File: src/rtl/little_cpu_pkg.sv
// Shared types and default widths for the little CPU memory path.
package little_cpu_pkg;

    localparam int DEF_BITS      = 8;
    localparam int DEF_ADDR_BITS = 8;

    typedef enum logic [1:0] {
        IDLE   = 2'd0,
        ACCESS = 2'd1,
        RESP   = 2'd2
    } arb_state_t;

    typedef enum logic {
        REQ_CPU = 1'b0,
        REQ_LDR = 1'b1
    } owner_t;

endpackage

File: src/rtl/arb_rr2.sv
// Two-way round-robin picker with a loader lock that holds priority once the loader owns the port.
module arb_rr2
    import little_cpu_pkg::*;
(
    input  logic [1:0] req,
    input  owner_t     last_owner,
    input  logic       lock,
    output owner_t     winner,
    output logic       valid
);

    always_comb begin
        valid  = |req;
        winner = REQ_CPU;
        if (lock && (last_owner == REQ_LDR) && req[1]) begin
            winner = REQ_LDR;
        end else if (&req) begin
            // tie goes to whoever did not own the last access
            winner = (last_owner == REQ_CPU) ? REQ_LDR : REQ_CPU;
        end else if (req[1]) begin
            winner = REQ_LDR;
        end
    end

endmodule

File: src/rtl/mem_arbiter.sv
// Shares one synchronous RAM port between the CPU MAR/MDR path and the loader/debug port.
//   state  | meaning
//   IDLE   | sample requests, capture the winner
//   ACCESS | drive the captured access onto the RAM port
//   RESP   | latch read data for the owner, then raise done
module mem_arbiter
    import little_cpu_pkg::*;
#(
    parameter int BITS      = DEF_BITS,
    parameter int ADDR_BITS = DEF_ADDR_BITS
) (
    input  logic                 i_clk,
    input  logic                 i_rst,
    input  logic                 i_cpu_req,
    input  logic                 i_cpu_we,
    input  logic [ADDR_BITS-1:0] i_cpu_addr,
    input  logic [BITS-1:0]      i_cpu_wdata,
    output logic                 o_cpu_gnt,
    output logic                 o_cpu_done,
    output logic [BITS-1:0]      o_cpu_rdata,
    input  logic                 i_ldr_req,
    input  logic                 i_ldr_we,
    input  logic [ADDR_BITS-1:0] i_ldr_addr,
    input  logic [BITS-1:0]      i_ldr_wdata,
    input  logic                 i_ldr_lock,
    output logic                 o_ldr_gnt,
    output logic                 o_ldr_done,
    output logic [BITS-1:0]      o_ldr_rdata,
    output logic                 o_mem_en,
    output logic                 o_mem_we,
    output logic [ADDR_BITS-1:0] o_mem_addr,
    output logic [BITS-1:0]      o_mem_wdata,
    input  logic [BITS-1:0]      i_mem_rdata
);

    arb_state_t           state, next_state;
    owner_t               last_owner, cap_owner, winner;
    logic                 valid, capture;
    logic                 cap_we;
    logic [ADDR_BITS-1:0] cap_addr;
    logic [BITS-1:0]      cap_wdata;

    arb_rr2 u_rr (
        .req        ({i_ldr_req, i_cpu_req}),
        .last_owner (last_owner),
        .lock       (i_ldr_lock),
        .winner     (winner),
        .valid      (valid)
    );

    always_ff @(posedge i_clk) begin
        if (i_rst) state <= IDLE;
        else       state <= next_state;
    end

    always_comb begin
        next_state = state;
        capture    = 1'b0;
        case (state)
            IDLE: begin
                if (valid) begin
                    capture    = 1'b1;
                    next_state = ACCESS;
                end
            end
            ACCESS:  next_state = RESP;
            RESP:    next_state = IDLE;
            default: next_state = IDLE;
        endcase
    end

    always_ff @(posedge i_clk) begin
        if (i_rst) begin
            last_owner  <= REQ_LDR;
            cap_owner   <= REQ_CPU;
            cap_we      <= 1'b0;
            cap_addr    <= '0;
            cap_wdata   <= '0;
            o_cpu_gnt   <= 1'b0;
            o_ldr_gnt   <= 1'b0;
            o_cpu_done  <= 1'b0;
            o_ldr_done  <= 1'b0;
            o_cpu_rdata <= '0;
            o_ldr_rdata <= '0;
        end else begin
            o_cpu_gnt  <= capture && (winner == REQ_CPU);
            o_ldr_gnt  <= capture && (winner == REQ_LDR);
            o_cpu_done <= (state == RESP) && (cap_owner == REQ_CPU);
            o_ldr_done <= (state == RESP) && (cap_owner == REQ_LDR);
            if (capture) begin
                last_owner <= winner;
                cap_owner  <= winner;
                cap_we     <= (winner == REQ_LDR) ? i_ldr_we    : i_cpu_we;
                cap_addr   <= (winner == REQ_LDR) ? i_ldr_addr  : i_cpu_addr;
                cap_wdata  <= (winner == REQ_LDR) ? i_ldr_wdata : i_cpu_wdata;
            end
            if ((state == RESP) && !cap_we) begin
                if (cap_owner == REQ_LDR) o_ldr_rdata <= i_mem_rdata;
                else                      o_cpu_rdata <= i_mem_rdata;
            end
        end
    end

    // the RAM port is quiet outside ACCESS so it never sees stale capture values
    always_comb begin
        o_mem_en    = (state == ACCESS);
        o_mem_we    = o_mem_en && cap_we;
        o_mem_addr  = o_mem_en ? cap_addr  : '0;
        o_mem_wdata = o_mem_en ? cap_wdata : '0;
    end

endmodule

File: config.mk
export PLATFORM = sky130hd
export DESIGN_NAME = mem_arbiter
export DESIGN_NICKNAME = d
export VERILOG_FILES = /design/src/rtl/little_cpu_pkg.sv /design/src/rtl/arb_rr2.sv /design/src/rtl/mem_arbiter.sv
export SDC_FILE = /design/constraint.sdc
export NUM_CORES = 1
export LEC_CHECK = 0
export ABC_AREA = 1
export BUFFER_PORTS_ARGS = -buffer_cell sky130_fd_sc_hd__buf_2
export CAP_MARGIN = 15
export CORE_MARGIN = 8
export CORE_UTILIZATION = 46
export DETAILED_ROUTE_END_ITERATION = 10
export GPL_TIMING_DRIVEN = 0
export PLACE_DENSITY_LB_ADDON = 0.12
export SYNTH_ARGS = -nofsm -noshare
export SYNTH_HDL_FRONTEND = slang
export SYNTH_SLANG_ARGS = --single-unit
File: constraint.sdc
create_clock -name i_clk -period 1.25 [get_ports i_clk]
set_clock_uncertainty 0.05 [all_clocks]
set_input_delay 0.125 -clock i_clk [delete_from_list [all_inputs] [get_ports i_clk]]
set_output_delay 0.125 -clock i_clk [all_outputs]
set_load 0.01 [all_outputs]
Yosys cells after proc, flatten, opt, wreduce, memory -nomap -nowiden:

Cells that the tools add are included.

* output and inout port bits: 38
* register bits: 41
* bits of input ports: 47
* logic and storage cells: 44

* bitwise logic cells: 2
* reduce and logical (&&, ||, !) cells: 14
* muxes and demuxes: 13
* equality and inequality tests: 3

Operator list (count)
* $mux W8: 4
* $logic_and A1 B1 Y1: 8
* $mux W1: 7
* $reduce_and A2 Y1: 3
* $pmux W2 S2: 1
* $eq A2 B1 Y1 const B: 1
* $eq A2 B2 Y1 const B: 1
* $logic_not A2 Y1: 1
* $mux W2: 1
* $ne A2 B1 Y1 const B: 1
* $not A1 Y1: 2
* $reduce_or A2 Y1: 1
* $logic_not A1 Y1: 1

Depth between registers and ports, before layout:

Gate-level depths: netlist of run 1.

* word-level depth: 5
* gate-level depth with buffers: 7

Modules after synthesis:

A second synthesis of run 1 with hierarchy kept.

* cell total of the unflattened synthesis: 273
* area total of the unflattened synthesis: 1853.0 um2

By module, submodules not included
* mem_arbiter: area each 1831.8 um2, instances 1, cells each 268
* arb_rr2: area each 21.3 um2, instances 1, cells each 5

Worst setup path before layout of run 1:

Ideal clock, no wire load.

* kind: register to output
* start: register state[0]
* end: output port o_mem_addr[2]
* path buffers: 1
* slack: 0.036 ns
* arrival time: 1.039 ns
* stages on the path, launching flop included: 6
* cells stage by stage: dfxtp_1 -> inv_1 -> nor2_2 -> inv_2 -> buf_2 -> nor2_1

* longest elaborated chain between the ends: 2

Ends and longest elaborated chain
* from (decl): RTL line mem_arbiter.sv:36 `arb_state_t state, next_state;`
* from (signal assigned): RTL line mem_arbiter.sv:53 `else state <= next_state;`
* $eq A2 B1 Y1: RTL line mem_arbiter.sv:106 `o_mem_en = (state == ACCESS);`
* via o_mem_en: RTL line mem_arbiter.sv:29 `output logic o_mem_en,`
* $mux W8: RTL line mem_arbiter.sv:108 `o_mem_addr = o_mem_en ? cap_addr : '0;`
* to (decl): RTL line mem_arbiter.sv:31 `output logic [ADDR_BITS-1:0] o_mem_addr,`

The timed path passes the listed nets, and every way through them passes these cells.

Worst setup path after layout of run 1:

* start: register state[1]
* end: output port o_mem_wdata[1]

* longest elaborated chain between the ends: 2

Ends and longest elaborated chain
* $eq A2 B1 Y1: RTL line mem_arbiter.sv:106
* $mux W8: RTL line mem_arbiter.sv:109 `o_mem_wdata = o_mem_en ? cap_wdata : '0;`
* to (decl): RTL line mem_arbiter.sv:32 `output logic [BITS-1:0] o_mem_wdata,`

Every way passes these cells.

==> results.toml, run 1 <==
[cells_and_area]
final_layout_size_suffix_gt1_share_pct = 55.7
count_of_filler_cells_inserted_in_the_layout = 285
fin_area_um2 = 3010
final_common_cell = "sky130_fd_sc_hd__buf_2"
layout.cells.most_common_list = "sky130_fd_sc_hd__buf_2 (72), sky130_fd_sc_hd__dfxtp_1 (39), sky130_fd_sc_hd__nor2_1 (38)"
insertedDiodeCount = 0
synthesis_to_finish_area_growth_pct = 65.3
final_core_utilization_pct = 77.0
final_net_count = 395

[grt]
number_of_antenna_violations_at_the_first_check_in_global_routing = 0
vias_in_the_first_global_route = 1788
grt_first_pass_wirelength_um = 8140
grtUsageTotal_pct = 16.1
gr-usage-met2_pct = 27.8
grt_busiest_layer = "met2"
use_met1_pct = 18.5
maximum_number_of_pins_on_one_net_before_global_route_repair = 12
global_route.usage.met3_pct = 4.97
grt_overflow_total = 0

[synth]
dominant_combinational_cell_family_by_area_after_synthesis = "simple AND/OR/NAND/NOR gates"
arithmetic_cell_share_of_the_synthesized_area_counting_full_adders_half_adders_and_majority_gates_pct = 0
netlist.area_leader.share_pct = 45.1
synth_cells = 236
syn_nets = 283
post_synthesis_compound_gate_area_fraction_pct = 5.84
synth_sequential_area_ratio_pct = 45.1
synth-seq-cells = 41
ys_top_cells_by_area = "sky130_fd_sc_hd__dfxtp_1 (45%), sky130_fd_sc_hd__nor2_1 (11%), sky130_fd_sc_hd__nand3_1 (10%)"
yosysWarnings = 0
synth.largest_area_cell = "sky130_fd_sc_hd__dfxtp_1"
yosys.area_share.xor_xnor_pct = 0
syn_avg_cell_area_um2 = 7.72
synth_area_um2 = 1820
post_synth_mux_area_share_pct = 0
synth_cell_type_count = 23
post_synth_and_or_nand_nor_area_fraction_pct = 37.5

[power_and_ir_drop]
p_per_area_nw_per_um2 = 1050
share_seq_of_total_power_pct = 46.0
p_int_mw = 2.23
leakage_nw = 1.41
share_clk_of_total_power_pct = 27.5
ir_drop_v = 0.000652
swShare_pct = 29.6
total_switching_power_mw = 0.937
power_frac_comb_pct = 26.5

[worst_setup_path]
number_of_buffers_and_inverters_on_the_critical_path = 3
critical_path.max_stage_delay_ps = 370
worstPathCellList = "nor2_4 > inv_4 > buf_8 > nor2_1 > buf_2"
timing.critical_path.fanout_max = 5
cp_data_required_time_ps = 1080
crit_cells = 5
reg2reg_slack_ps = -50
r2r_start = "state[0]$_SDFFE_PP0P_"
cp_data_arrival_time_ps = 1200
critical-path-top-delay-family = "flip-flops"
timing.setup.critical_path_class = "register to output pin"
critPathCaptureType = "output pin"
crit-reg2reg-capture = "cap_wdata[7]$_SDFFE_PP0N_"
cpMaxStageDelayCell = "sky130_fd_sc_hd__dfxtp_4"
cp-start-kind = "register"
worst_r2r_path_depth = 7

[routing]
drt_wl_total_um = 6120
wl_per_cell_um = 15.4
num_vias = 1975
dr.first_iter.drc_count = 66
drt.antenna.violating_nets = 0
detail_route.drc_violations = 0
viasPerCell = 4.96
drt-pass1-iter-count = 4

[clock_network]
clock_slew_at_reported_path_ffs_ps = 70
clock_tree_from_tritoncts = "built"
cts-buffers-inserted = 5
cts_sinks = 41
buffer_depth_of_the_longest_clock_path = 2
clock_insertion_delay_worst_skew_ps = 290
clock_tree.root_cell = "sky130_fd_sc_hd__clkbuf_8"
post_cts_hold_buffer_count = 0
cts.htree.levels = 2

[timing]
shortest_period_the_worst_path_allows_ps = 1380
maxSlewViolCount = 0
rsz_0062_raised_after_global_routing = "true"
final.setup.worst_slack_ps = -129
layout_worst_path_cycle_share_pct = 110
relSlewSlack_pct = 69.0
timing.final.hold_violations = 0
worstMarginPinSlew_ps = 465
maxClockFrequency_mhz = 725
setup_viol = 35

[placed_design]
routabilityCongestion = 0.729
dp_hpwl_um = 3630
placement.io_buffers = 84
place_ws_ps = -53.8
dpl-instance-area_um2 = 2300

[floorplanning]
initial_utilization_pct = 46.5
core.rowCount = 23
core_region_area_um2 = 3910
ios = 85
design.die.area_um2 = 6230
dieHeight_um = 78.9
die_width_um = 78.9

[min_path]
hold_path_class = "input port to register"
hp-start = "i_rst"
min_delay_worst_endpoint = "state[1]$_SDFFE_PP0P_"
min_delay_path_depth = 2

[run]
maxCapViolCount = 0

[outcome]
outcome = "finished, violations left"
violated_checks = "setup timing"
worst max-delay path by stage:
stage,slack [ps],endpoint,start
floorplan,40,o_mem_addr[2],state[0]$_SDFFE_PP0P_
global placement,-50,o_mem_wdata[4],state[0]$_SDFFE_PP0P_
detailed placement,-50,o_mem_wdata[4],state[0]$_SDFFE_PP0P_
CTS,-140,o_mem_addr[5],state[0]$_SDFFE_PP0P_
global route,-190,o_mem_wdata[0],state[0]$_SDFFE_PP0P_
finish,-130,o_mem_wdata[1],state[1]$_SDFFE_PP0P_
synthesized netlist by cell type:
library cell and number:
sky130_fd_sc_hd__a21oi_1 1, sky130_fd_sc_hd__a21oi_4 1, sky130_fd_sc_hd__buf_1 1, sky130_fd_sc_hd__buf_12 1
sky130_fd_sc_hd__buf_2 2, sky130_fd_sc_hd__buf_4 1, sky130_fd_sc_hd__buf_6 3, sky130_fd_sc_hd__clkbuf_4 1
sky130_fd_sc_hd__clkinv_1 1, sky130_fd_sc_hd__clkinv_4 1, sky130_fd_sc_hd__dfxtp_1 41, sky130_fd_sc_hd__inv_1 27
sky130_fd_sc_hd__inv_2 4, sky130_fd_sc_hd__nand2_1 14, sky130_fd_sc_hd__nand2_2 10, sky130_fd_sc_hd__nand3_1 37
sky130_fd_sc_hd__nand3_2 15, sky130_fd_sc_hd__nor2_1 54, sky130_fd_sc_hd__nor2_2 2, sky130_fd_sc_hd__nor2_4 1
sky130_fd_sc_hd__o21ai_0 16, sky130_fd_sc_hd__o21ai_1 1, sky130_fd_sc_hd__or2_2 1
final cells by class:
type | instances | area (um^2) | area share (%)
multi-input cells | 155 | 1020 | 33.9
flip-flops and latches | 41 | 826 | 27.4
repair buffers | 102 | 744 | 24.7
inverters | 33 | 151 | 5.03
plain buffers | 9 | 110 | 3.66
clock buffers | 7 | 86.3 | 2.87
well taps | 50 | 62.6 | 2.08
repair inverters | 1 | 8.76 | 0.291
layer usage:
| metal | share of wire (%) | wire, um |
|---|---|---|
| met1 | 39 | 2380 |
| met2 | 53 | 3230 |
| met3 | 6.7 | 408 |
| met4 | 1.6 | 97 |
| met5 | 0 | 0 |
stage by stage:
step           total power, mW  TNS [ps]  std cells  hold slack [ps]
3_5_place_dp              1.99      -769        370              309
2_1_floorplan             1.79         0        236              147
4_1_cts                   2.91     -2670        384             7.18
3_3_place_gp              1.98      -789        370              305
6_report                  3.17     -2290        398             6.72
5_1_grt                   3.32     -4740        398             5.84
flip-flops by register name, indices dropped and copies added, names as in the netlist, 2 cells and up:
register and flops:
cap_addr 8, cap_wdata 8, o_cpu_rdata 8, o_ldr_rdata 8, state 2
power by group through the flow:
stage / combinational, mW / sequential [mW] / clock (mW)
final: 0.841 / 1.46 / 0.873
after global routing: 0.904 / 1.47 / 0.943
after CTS: 0.590 / 1.45 / 0.872
after detailed placement: 0.507 / 1.48 / 0
after global placement: 0.503 / 1.48 / 0
after floorplan: 0.307 / 1.49 / 0
what timing repair did:
item                       in CTS  in global routing
gates resized for setup        30                 74
setup endpoints to repair      27                 53
gates cloned                    1                  7
setup buffers                   6                  8
pin swaps                       3                 10
cell families (layout without fill, tap and decap cells):
| logic type | after synthesis | count (layout) |
|---|---|---|
| buffers and inverters | 42 | 152 |
| AO/OA/AOI/OAI | 19 | 19 |
| AND/OR/NAND/NOR | 134 | 136 |
| flip-flops | 41 | 41 |
Note: power is estimated with default switching activity, not from simulation.
==> run 2, diff against run 1 <==
Settings changed: ABC_AREA 1 to not set, CORE_UTILIZATION 46 to 47.
==> run 2 against run 1 <==
Net effect: the flow still finishes with violations (setup timing); worst hold slack better by 21 ps; critical path type is now register to register; sequential share of layout area down 0.13 points; cell count down 9.8%; die area up 4.2%; critical path depth down 1; area after synthesis up 7.6%; core utilization down 1.1 points; sequential power about the same; total power up 4.0%; via count down 2.9%; clock-buffer cell count unchanged.
==> results.toml, run 2 <==
[synth]
syn_avg_cell_area_um2 = 9.51
netlist_top_cells_count = "sky130_fd_sc_hd__dfxtp_1 (41), sky130_fd_sc_hd__nor2b_1 (19), sky130_fd_sc_hd__nor4b_1 (18)"
synth_cells = 206
yosysWarnings = 0
ys_dominant_reg_cell = "sky130_fd_sc_hd__dfxtp_1"
number_of_enable_type_register_cells_in_the_synthesized_netlist = 0
yosys.cell_count.top_type = "sky130_fd_sc_hd__dfxtp_1"
synth_cell_type_count = 24
netlist.area_leader.share_pct = 41.9
post_synth_arst_share_pct = 0
synth-seq-cells = 41
synth_sequential_area_ratio_pct = 41.9
syn_nets = 253
synth_area_um2 = 1960
ys_top_cells_by_area = "sky130_fd_sc_hd__dfxtp_1 (42%), sky130_fd_sc_hd__a221o_1 (8.7%), sky130_fd_sc_hd__nor4b_1 (8.0%)"
synth.largest_area_cell = "sky130_fd_sc_hd__dfxtp_1"

[outcome]
outcome = "finished, violations left"
violated_checks = "setup timing"

[cells_and_area]
fin_area_um2 = 3040
insertedDiodeCount = 0
synthesis_to_finish_area_growth_pct = 54.9
final_common_cell = "sky130_fd_sc_hd__buf_2"
instances_no_fill = 359
final_core_utilization_pct = 75.9
layout.cells.most_common_list = "sky130_fd_sc_hd__buf_2 (74), sky130_fd_sc_hd__dfxtp_1 (39), sky130_fd_sc_hd__nor2b_1 (18)"
final_net_count = 355
final_layout_size_suffix_gt1_share_pct = 54.4

[worst_setup_path]
cp-start-kind = "register"
critPathCaptureType = "register"
cp_data_required_time_ps = 1390
worst_r2r_path_depth = 4
timing.critical_path.fanout_max = 6
cp_data_arrival_time_ps = 1650
timing.setup.critical_path_class = "register to register"

[timing]
rsz_0062_raised_after_global_routing = "true"
layout_worst_path_cycle_share_pct = 121
shortest_period_the_worst_path_allows_ps = 1520
setup_viol = 55
maxSlewViolCount = 0
final.setup.worst_slack_ps = -269
maxClockFrequency_mhz = 659
fin_hold_ws_ps = 27.9
worstMarginPinSlew_ps = 447
relSlewSlack_pct = 70.2
timing.final.hold_violations = 0
timing.setup.tns_ps = -9100

[routing]
viasPerCell = 5.34
detail_route.drc_violations = 0
num_vias = 1918
wl_per_cell_um = 16.5
drt-pass1-iter-count = 4
dr.first_iter.drc_count = 157
drt_wl_total_um = 5930
drt.antenna.violating_nets = 0

[floorplanning]
dieHeight_um = 80.6
ios = 85
core_region_area_um2 = 4000
design.die.area_um2 = 6490
die_width_um = 80.6
initial_utilization_pct = 49.0
core.rowCount = 23

[grt]
vias_in_the_first_global_route = 1972
maximum_number_of_pins_on_one_net_before_global_route_repair = 13
number_of_antenna_violations_at_the_first_check_in_global_routing = 0
grt_first_pass_wirelength_um = 9180
grt_overflow_total = 0
grtUsageTotal_pct = 17.4

[min_path]
hold_path_class = "input port to register"
min_delay_path_depth = 3

[clock_network]
cts_sinks = 41
clock_tree.root_cell = "sky130_fd_sc_hd__clkbuf_8"
buffer_depth_of_the_longest_clock_path = 2
clock_insertion_delay_worst_skew_ps = 290
cts.htree.levels = 2
clock_tree_from_tritoncts = "built"
cts-buffers-inserted = 5
clock_slew_at_reported_path_ffs_ps = 80

[placed_design]
routabilityCongestion = 0.780
place_ws_ps = -490
placement.io_buffers = 83
dp_hpwl_um = 3940
dpl-instance-area_um2 = 2450
numPlacedInstances = 339

[power_and_ir_drop]
p_per_area_nw_per_um2 = 1090
leakage_nw = 1.34
total_power_mw = 3.30
ir_drop_v = 0.000742

[run]
maxCapViolCount = 0
-- run 2: final cells by class --
class,count,area [um^2]
plain buffers,16,96.3
well taps,50,62.6
fillers,285,965
repair buffers,98,642
inverters,2,7.51
flip-flops and latches,41,828
multi-input cells,144,1280
clock inverters,1,30.0
clock buffers,7,86.3
-- run 2: worst max-delay path: stages, from the launching register on --
cell and delay (ps):
sky130_fd_sc_hd__dfxtp_4 370, sky130_fd_sc_hd__or2_4 280, sky130_fd_sc_hd__o21ba_4 240, sky130_fd_sc_hd__clkbuf_16 160, sky130_fd_sc_hd__a221o_1 310
-- run 2: path summary, 6_finish.rpt --
check / startpoint / to / slack [ps]
hold / removal: i_mem_rdata[4] / o_cpu_rdata[4]$_SDFFE_PP0P_ / 30
hold reg to reg: o_cpu_rdata[0]$_SDFFE_PP0P_ / o_cpu_rdata[0]$_SDFFE_PP0P_ / 410
setup reg to reg: state[1]$_SDFFE_PP0P_ / cap_addr[6]$_SDFFE_PP0N_ / -270
setup / recovery: state[1]$_SDFFE_PP0P_ / cap_addr[6]$_SDFFE_PP0N_ / -270
-- run 2: what timing repair did --
action                     4_1_cts  5_1_grt
setup endpoints to repair       56       56
hold buffers                     0        0
gates resized for setup         48       38
setup buffers                   10        3
pin swaps                       27        6
gates cloned                     2        1
-- run 2: where the power goes --
part | internal [mW] | switching [mW]
combinational | 0.388 | 0.339
clock | 0.651 | 0.463
sequential | 1.39 | 0.0605
total | 2.43 | 0.863
-- run 2: logic make-up (layout without fill, tap and decap cells) --
family	Yosys count	after routing	synth area share, %
mux	8	8	4.09
flops	41	41	41.9
compound gates	29	30	12.4
simple gates	106	106	36.1
buf+inv	22	124	5.56
-- run 2: routing by layer --
layer,up-vias,track usage [%],wire [um]
met3,5,5.13,448
met1,897,19.8,2450
li1,961,-,-
met4,0,6.18,52
met2,55,30.1,2980
met5,-,0,0
==> run 3, diff against run 2 <==
Settings changed: CAP_MARGIN 15 to 25, PLACE_DENSITY_LB_ADDON 0.12 to 0.1.
==> run 3 against run 2 <==
Net effect: the run still ends with setup timing left; clock power is essentially flat; clock-buffer cell count did not move; register-to-register slack lost 40 ps; cell count increased by 0.84%; die area is the same; critical endpoint is now cap_wdata[7]$_SDFFE_PP0N_.
==> results.toml, run 3 (synthesis results as in run 2) <==
[cells_and_area]
synthesis_to_finish_area_growth_pct = 49.0
fin_area_um2 = 2920
final_common_cell = "sky130_fd_sc_hd__buf_2"
final_core_utilization_pct = 73.0
insertedDiodeCount = 0
final_layout_size_suffix_gt1_share_pct = 50.3
layout.cells.most_common_list = "sky130_fd_sc_hd__buf_2 (82), sky130_fd_sc_hd__dfxtp_1 (37), sky130_fd_sc_hd__nor2b_1 (18)"
count_of_filler_cells_inserted_in_the_layout = 327
final_net_count = 358
instances_no_fill = 362

[routing]
dr.first_iter.drc_count = 66
drt_wl_total_um = 5720
wl_per_cell_um = 15.8
viasPerCell = 5.33
detail_route.drc_violations = 0
num_vias = 1931
drt.antenna.violating_nets = 0
drt-pass1-iter-count = 4

[floorplanning]
die_width_um = 80.6
dieHeight_um = 80.6
ios = 85
core.rowCount = 23
core_region_area_um2 = 4000
design.die.area_um2 = 6490
initial_utilization_pct = 49.0

[worst_setup_path]
r2r_start = "state[1]$_SDFFE_PP0P_"
worstPathCellList = "or2_1 > buf_6 > o21ba_4 > buf_6 > a221o_1"
critPathCaptureType = "register"
timing.critical_path.fanout_max = 6
worst_r2r_path_depth = 5
critical_path.max_stage_delay_ps = 370
reg2reg_slack_ps = -310
timing.setup.critical_path_class = "register to register"
path_common_cell = "sky130_fd_sc_hd__buf_6"
crit-reg2reg-capture = "cap_wdata[7]$_SDFFE_PP0N_"
cp-start-kind = "register"
cp_data_arrival_time_ps = 1690
cp_data_required_time_ps = 1390
cpMaxStageDelayCell = "sky130_fd_sc_hd__dfxtp_4"

[min_path]
min_delay_worst_endpoint = "o_cpu_rdata[2]$_SDFFE_PP0P_"
min_delay_path_depth = 3
hold_path_class = "input port to register"
hp-start = "i_mem_rdata[2]"

[clock_network]
buffer_depth_of_the_longest_clock_path = 2
clock_tree_from_tritoncts = "built"
cts-buffers-inserted = 5
cts_sinks = 41
clock_insertion_delay_worst_skew_ps = 290
cts.htree.levels = 2
clock_tree.root_cell = "sky130_fd_sc_hd__clkbuf_8"
clock_slew_at_reported_path_ffs_ps = 80

[timing]
maxClockFrequency_mhz = 643
shortest_period_the_worst_path_allows_ps = 1560
final.setup.worst_slack_ps = -306
maxSlewViolCount = 0
setup_viol = 56
layout_worst_path_cycle_share_pct = 124
relSlewSlack_pct = 62.7
timing.setup.tns_ps = -10620
rsz_0062_raised_after_global_routing = "true"
worstMarginPinSlew_ps = 559
timing.final.hold_violations = 0

[grt]
number_of_antenna_violations_at_the_first_check_in_global_routing = 0
maximum_number_of_pins_on_one_net_before_global_route_repair = 13
grt_first_pass_wirelength_um = 8860
grtUsageTotal_pct = 17.0
vias_in_the_first_global_route = 1930
grt_overflow_total = 0

[placed_design]
dp_hpwl_um = 3990
routabilityCongestion = 0.749
numPlacedInstances = 339
place_ws_ps = -487
placement.io_buffers = 83
dpl-instance-area_um2 = 2450

[run]
maxCapViolCount = 0

[outcome]
outcome = "finished, violations left"
violated_checks = "setup timing"

[power_and_ir_drop]
leakage_nw = 1.32
ir_drop_v = 0.000653
p_per_area_nw_per_um2 = 1110
==> run 3: repair_timing <==
action | CTS | global route
endpoints found under the hold margin | 0 | 0
resized for setup | 26 | 42
buffers inserted | 11 | 4
pin swaps | 16 | 10
endpoints found under the setup margin | 56 | 56
hold buffers | 0 | 0
gates cloned | 2 | 1
==> run 3: worst max-delay path by stage <==
stage	startpoint	endpoint	slack [ps]	cells past startpoint
3_5_place_dp	i_ldr_req	cap_addr[7]$_SDFFE_PP0N_	-490	5
6_report	state[1]$_SDFFE_PP0P_	cap_wdata[7]$_SDFFE_PP0N_	-310	5
3_3_place_gp	i_ldr_req	cap_wdata[7]$_SDFFE_PP0N_	-470	5
4_1_cts	state[1]$_SDFFE_PP0P_	cap_addr[7]$_SDFFE_PP0N_	-300	5
5_1_grt	state[1]$_SDFFE_PP0P_	cap_wdata[7]$_SDFFE_PP0N_	-340	5
2_1_floorplan	state[0]$_SDFFE_PP0P_	cap_addr[2]$_SDFFE_PP0N_	-330	6
==> run 3: area by class of cell <==
| type | count | area (um^2) | share of cell area (%) |
|---|---|---|---|
| clock buffers | 7 | 86.3 | 2.96 |
| inverters | 2 | 7.51 | 0.257 |
| repair buffers | 100 | 596 | 20.4 |
| well taps | 50 | 62.6 | 2.14 |
| flip-flops and latches | 41 | 831 | 28.4 |
| plain buffers | 17 | 109 | 3.73 |
| multi-input cells | 144 | 1200 | 41.0 |
| clock inverters | 1 | 30.0 | 1.03 |
==> run 3: power breakdown <==
part | total, mW | switching (mW) | leakage [nW] | internal, mW
logic | 0.680 | 0.318 | 0.921 | 0.363
clock network | 1.11 | 0.461 | 0.0585 | 0.651
registers | 1.45 | 0.0555 | 0.337 | 1.40
==> run 3: layer usage <==
layer,GRT usage (%),part of all wire [%],vias up
met4,4.91,0.70,0
met1,18.7,40,894
met5,0,0,-
met3,6.25,9.0,4
met2,29.8,50,66
li1,-,-,967
==> run 3: critical path: cells and delay by family, from the launching register on <==
| family | cells | cell delay, ps |
|---|---|---|
| compound gates | 2 | 540 |
| buf+inv | 2 | 270 |
| flops | 1 | 370 |
| simple gates | 1 | 220 |
==> run 3: metrics by stage <==
step	power, mW	hold slack (ps)
after floorplan	1.79	211
after global placement	1.98	330
after detailed placement	1.98	336
after CTS	3.16	27.6
after global routing	3.39	16.6
final	3.24	29.0
